==> src/rtl/l2_arbiter.sv <==
// Two-client arbiter merging L1 I-cache and D-cache line requests onto the L2 port.
// Each granted request is latched and held stable until L2 signals completion.
module l2_arbiter #(
  parameter int ADDR_W      = 16,
  parameter int LINE_W      = 128,
  parameter int ROUND_ROBIN = 1
) (
  input  logic              clk,
  input  logic              reset_n,
  input  logic              i_mem_read,
  input  logic [ADDR_W-1:0] i_mem_address,
  output logic              i_mem_resp,
  output logic [LINE_W-1:0] i_mem_rdata,
  input  logic              d_mem_read,
  input  logic              d_mem_write,
  input  logic [ADDR_W-1:0] d_mem_address,
  input  logic [LINE_W-1:0] d_mem_wdata,
  output logic              d_mem_resp,
  output logic [LINE_W-1:0] d_mem_rdata,
  output logic              l2_mem_read,
  output logic              l2_mem_write,
  output logic [ADDR_W-1:0] l2_mem_address,
  output logic [LINE_W-1:0] l2_mem_wdata,
  input  logic              l2_mem_resp,
  input  logic [LINE_W-1:0] l2_mem_rdata
);

  typedef enum logic [1:0] {IDLE, SERVE_I, SERVE_D} state_t;

  localparam logic RR = (ROUND_ROBIN != 0);

  state_t            r_state;
  logic              r_last_grant;
  logic              r_l2_read;
  logic              r_l2_write;
  logic [ADDR_W-1:0] r_l2_address;
  logic [LINE_W-1:0] r_l2_wdata;

  logic w_i_req;
  logic w_d_req;
  logic w_tie_to_d;
  logic w_grant_d;
  logic w_grant_i;

  assign w_i_req    = i_mem_read;
  assign w_d_req    = d_mem_read | d_mem_write;
  // On a tie D wins under fixed priority, or when I was the last client served.
  assign w_tie_to_d = ~RR | ~r_last_grant;
  assign w_grant_d  = w_d_req & (~w_i_req | w_tie_to_d);
  assign w_grant_i  = w_i_req & ~w_grant_d;

  always_ff @(posedge clk or negedge reset_n) begin
    if (!reset_n) begin
      r_state      <= IDLE;
      r_last_grant <= 1'b1;
      r_l2_read    <= 1'b0;
      r_l2_write   <= 1'b0;
      r_l2_address <= '0;
      r_l2_wdata   <= '0;
    end else begin
      case (r_state)
        IDLE: begin
          if (w_grant_d) begin
            // A simultaneous read and write from D is treated as a write.
            r_l2_read    <= d_mem_read & ~d_mem_write;
            r_l2_write   <= d_mem_write;
            r_l2_address <= d_mem_address;
            r_l2_wdata   <= d_mem_wdata;
            r_last_grant <= 1'b1;
            r_state      <= SERVE_D;
          end else if (w_grant_i) begin
            r_l2_read    <= 1'b1;
            r_l2_write   <= 1'b0;
            r_l2_address <= i_mem_address;
            r_last_grant <= 1'b0;
            r_state      <= SERVE_I;
          end
        end
        SERVE_I, SERVE_D: begin
          if (l2_mem_resp) begin
            r_l2_read  <= 1'b0;
            r_l2_write <= 1'b0;
            r_state    <= IDLE;
          end
        end
        default: r_state <= IDLE;
      endcase
    end
  end

  assign l2_mem_read    = r_l2_read;
  assign l2_mem_write   = r_l2_write;
  assign l2_mem_address = r_l2_address;
  assign l2_mem_wdata   = r_l2_wdata;

  assign i_mem_resp  = (r_state == SERVE_I) & l2_mem_resp;
  assign d_mem_resp  = (r_state == SERVE_D) & l2_mem_resp;
  assign i_mem_rdata = l2_mem_rdata;
  assign d_mem_rdata = l2_mem_rdata;

endmodule

==> config.mk <==
export PLATFORM = sky130hd
export DESIGN_NAME = l2_arbiter
export DESIGN_NICKNAME = d
export VERILOG_FILES = /design/src/rtl/l2_arbiter.sv
export SDC_FILE = /design/constraint.sdc
export NUM_CORES = 1
export LEC_CHECK = 0
export CAP_MARGIN = 25
export CORE_AREA = 2 2 269 271
export DETAILED_ROUTE_END_ITERATION = 10
export DIE_AREA = 0 0 271 273
export SLEW_MARGIN = 20
export SYNTH_ARGS = -nofsm -noshare
export SYNTH_HDL_FRONTEND = slang
export SYNTH_SLANG_ARGS = --single-unit
==> constraint.sdc <==
create_clock -name clk -period 2.15 [get_ports clk]
set_clock_uncertainty 0.15 [all_clocks]
set_input_delay 0.3225 -clock clk [delete_from_list [all_inputs] [get_ports clk]]
set_output_delay 0.3225 -clock clk [all_outputs]
set_load 0.005 [all_outputs]
; Yosys cells after proc, flatten, opt, wreduce, memory -nomap -nowiden
; Index checks and enable logic that the tools add are counted.
[classes]
eq_ne = 4
n_mux = 14
n_bitwise = 11
reduce_logical = 8
[ops]
columns = cell, count
row1 = 2-to-1 mux 16 bit, 2
row2 = 2-to-1 mux 1 bit, 6
row3 = 2-to-1 mux 2 bit, 3
row4 = AND reduction 2 bit, 3
row5 = bitwise AND 1 bit, 5
row6 = NOT 1 bit, 4
row7 = case mux 1 bit (2 select lines), 2
row8 = case mux 2 bit (2 select lines), 1
row9 = nonzero test 2 bit, 2
row10 = "!= test 3 bit, second input constant", 1
row11 = AND reduction 3 bit, 1
row12 = "equality test 2 x 1 -> 1 bit, second input constant", 1
row13 = "equality test 2 bit, second input constant", 1
row14 = logical NOT 2 bit, 1
row15 = "!= test 2 bit, second input constant", 1
row16 = bitwise OR 1 bit, 2
row17 = OR reduction 2 bit, 1
[word_totals]
reg_bits = 149
inputBits = 294
elab_cells = 43

; Longest topological paths before layout
[depth]
ltp_word = 8
mapped_depth = 6
mapped_depth_nobuf = 5

; Least setup slack after synthesis
; No wires, ideal clock.
[synth_timing]
kind = reg2reg
from = register r_state[0]
to = register r_l2_wdata[104] (netlist: l2_mem_wdata[104])
setup_ns = 0.125
arrival_ns = 1.436
required_ns = 1.875
setup_slack_ns = 0.439
path_stages_with_launch = 7
n_path_buf = 2
cell_sequence = dfrtp_1 > inv_1 > ha_1 > nand2_1 > buf_2 > buf_6 > mux2_2
[synth_between]
elab_chain_cells = 2
[synth_rtl]
columns = element, line_no
row1 = from (decl), 32  ; state_t r_state;
row2 = from (signal assigned), 54  ; r_state <= IDLE;
row3 = from (signal assigned), 70  ; r_state <= SERVE_D;
row4 = from (signal assigned), 76  ; r_state <= SERVE_I;
row5 = logical NOT 2 bit, 61  ; case (r_state)
row6 = AND reduction 2 bit (no line), -
row7 = to (signal assigned), 68  ; r_l2_wdata <= d_mem_wdata;
row8 = to (decl), 37  ; logic [LINE_W-1:0] r_l2_wdata;
; No other way between the ends.
; A chain may end at the register's enable or synchronous reset.

; Worst setup path in the final report
[layout_timing]
from = register r_state[0]
to = output d_mem_resp
[layout_between]
elab_chain_cells = 2
[layout_rtl]
columns = element, line_no
row1 = equality test 2 bit, 97  ; assign d_mem_resp = (r_state == SERVE_D) & l2_mem_resp;
row2 = bitwise AND 1 bit, 97
row3 = to (decl), 18  ; output logic d_mem_resp,
; No other way between the ends.

==> flow_metrics.py <==
metrics = {
    "grt": {
        "grt_overflow_total": 0,
        "grt_max_degree": 56,
        "grt_pass1_wl_um": 36410,
        "track_usage_pct": 7.043,
        "antenna_found_initial": 10,
        "grt_pass1_vias": 5127,
    },
    "floorplanning": {
        "boundaryPins": 698,
        "die_area_um2": 73980,
        "core_region_area_um2": 71000,
        "die_w_um": 271,
        "start_util_pct": 10.92,
        "row_count": 98,
        "die_y_um": 273,
    },
    "layout": {
        "layout.cells.non_filler": 1670,
        "final_common_cell": "clkdlybuf4s50_1",
        "fin_area_um2": 10840,
        "drive_gt1_share_pct": 12.12,
        "mostFrequentLayoutCells": "clkdlybuf4s50_1, dfrtp_1, mux2_1",
        "final_nets": 1002,
        "fillers": 7855,
        "area_growth_pct": 39.76,
    },
    "sta": {
        "drv_slew": 0,
        "slew_headroom_pct": 58.88,
        "setup_viol": 0,
        "fmax_mhz": 501.8,
        "period_share_pct": 92.69,
        "rsz0062_at_grt": "false",
        "setup-tns-final_ps": 0,
        "tightest_slew_ps": 616.7,
        "period_needed_ps": 1993,
        "finalHoldViolations": 0,
        "timing.final.ws_setup_ps": 157.2,
    },
    "setup_path": {
        "crit_fanout": 3,
        "crit_buf_inv": 2,
        "reg2reg_depth": 4,
        "cp_slowest_cell": "dfrtp_1",
        "path_cells": "inv_1, ha_1, and2_1, dlygate4sd2_1",
        "max_stage_delay_ps": 380,
        "crit_family": "flip-flops",
        "r2r_slack_ps": 310,
        "reg2reg_to": "l2_mem_wdata[33]$_DFFE_PN0P_",
        "crit_arrival_ps": 1520,
        "crit_path_start_kind": "flop",
        "worstSetupPathType": "reg2out",
        "r2r_start": "r_last_grant$_DFFE_PN1P_",
        "endpoint_kind": "primary output",
        "required_ps": 1680,
    },
    "route": {
        "drc_errors": 0,
        "wl_per_cell_um": 15.69,
        "drtPass1Iterations": 4,
        "drt_iter0_markers": 85,
        "routed_wl_um": 26200,
        "viasPerCell": 2.779,
        "final_antenna_net_count": 0,
        "route.vias.total": 4641,
    },
    "power": {
        "peakVddDrop_uv": 665.8,
        "p_int_mw": 10.09,
        "clkPwrFrac_pct": 21.2,
        "p_comb_share_pct": 44.5,
        "power.leakage_nw": 4.165,
        "power.total_mw": 14.69,
        "p_per_area_nw_per_um2": 1355,
        "p_sw_mw": 4.599,
        "swShare_pct": 31.31,
        "seq_power_share_pct": 34.3,
    },
    "worst_hold_path": {
        "hold_class": "in2async",
    },
    "yosys": {
        "syn_area_um2": 7756,
        "ys.warnings.count": 0,
        "synth_fp_nets": 921,
        "synth_simple_gate_area_share_pct": 1.436,
        "synth_cell_types": 27,
        "ys_seq_elements": 149,
        "syn_inst": 624,
        "ys.flop_type": "dfrtp_1",
        "synth-compound-area-share_pct": 2.226,
        "synth_edf_count": 0,
        "async_flop_share_pct": 100.0,
        "synth_top_family_by_area": "buffers and inverters",
        "ys_seq_area_share_pct": 48.09,
        "syn_avg_cell_area_um2": 12.43,
        "muxShareOfSynthArea_pct": 20.78,
        "synth_xor_area_share_pct": 0,
        "synth_fa_ha_area_share_pct": 0.4839,
    },
    "clock_network": {
        "cts_buffers": 17,
        "cts_max_path_buffers": 2,
        "cts_sinks": 149,
        "cts_tree": "yes",
        "insertion_delay_ps": 470,
        "path_clk_slew_ps": 70,
        "cts_root_buf": "clkbuf_16",
        "cts_max_level": 4,
    },
    "place": {
        "place_inst": 1634,
        "routabilityCongestion": 0.7357,
        "post_dp_cell_area_um2": 10230,
        "dp_slack_ps": -19.44,
        "place.port_buffers": 313,
        "dp_hpwl_um": 20810,
    },
    "status": {
        "status": "finished, final reports clean",
    },
    "job": {
        "max-cap-violations": 0,
    },
}
[power groups by stage]
| stage | combinational, mW | clock (mW) | sequential (mW) |
|---|---|---|---|
| detailed placement | 6.69 | 0 | 5.10 |
| global placement | 6.60 | 0 | 5.04 |
| floorplan | 2.86 | 0 | 5.12 |
| global route | 7.07 | 3.40 | 5.23 |
| CTS | 6.73 | 3.32 | 5.07 |
| finish | 6.54 | 3.11 | 5.04 |
[metrics by stage]
stage / utilization [%] / hold WS [ps]
CTS: 15.26 / 225.1
detailed placement: 14.41 / 218.5
global placement: 14.41 / 217.3
global route: 15.26 / 246.2
floorplan: - / -123.1
finish: 15.27 / 272.5
[flip-flops by register name, indices dropped and copies added, names as in the netlist]
name,count
r_last_grant,1
l2_mem_read,1
l2_mem_address,16
l2_mem_wdata,128
l2_mem_write,1
r_state,2
[worst max path at each step]
stage | slack [ps] | startpoint | cells past startpoint | endpoint
after floorplan | 440 | r_state[0]$_DFFE_PN0P_ | 6 | l2_mem_wdata[104]$_DFFE_PN0P_
after global placement | -10 | d_mem_read | 5 | l2_mem_wdata[38]$_DFFE_PN0P_
after detailed placement | -20 | d_mem_read | 5 | l2_mem_wdata[41]$_DFFE_PN0P_
after CTS | 90 | r_state[0]$_DFFE_PN0P_ | 4 | d_mem_resp
after global routing | 60 | r_state[0]$_DFFE_PN0P_ | 4 | d_mem_resp
final | 160 | r_state[0]$_DFFE_PN0P_ | 4 | d_mem_resp
[repair_timing]
| action | 4_1_cts | 5_1_grt |
|---|---|---|
| setup endpoints to repair | 2 | 0 |
| setup buffers | 1 | 0 |
| resized for setup | 2 | 0 |
| hold buffers | 1 | 0 |
| hold endpoints to repair | 51 | 0 |
[layer usage]
metal / vias up / share of wire [%] / track usage (%)
met5: - / 0.26 / 0
met4: 10 / 6.7 / 5.598
met3: 123 / 15 / 5.465
met2: 350 / 44 / 10.56
met1: 2181 / 33 / 6.322
li1: 1977 / - / -
[synthesized netlist by cell type, types with 3 or more instances]
cell | n | area share, %
buf_4 | 257 | 25
buf_6 | 12 | 1.7
clkbuf_1 | 3 | 0.15
dfrtp_1 | 148 | 48
ha_1 | 3 | 0.48
mux2_1 | 100 | 15
mux2_2 | 28 | 4.1
mux2i_1 | 17 | 2.2
nand2_1 | 19 | 0.92
o21ai_0 | 14 | 0.90
[logic make-up after synthesis]
| logic type | after synthesis |
|---|---|
| compound gates | 25 |
| fa+ha+maj | 3 |
| buf+inv | 276 |
| flops | 149 |
| mux | 145 |
| simple gates | 26 |
[area by class of cell]
type	instances	area (µm²)	area share [%]
Sequential cell	149	3730	34.41
Inverter	2	7.507	0.06925
Clock buffer	18	429.2	3.959
Clock inverter	14	161.4	1.489
Timing Repair Buffer	336	3369	31.08
Multi-Input combinational cell	199	1949	17.98
Antenna cell	2	5.005	0.04617
Tap cell	950	1189	10.96
Note: power is estimated with default switching activity, not from simulation.
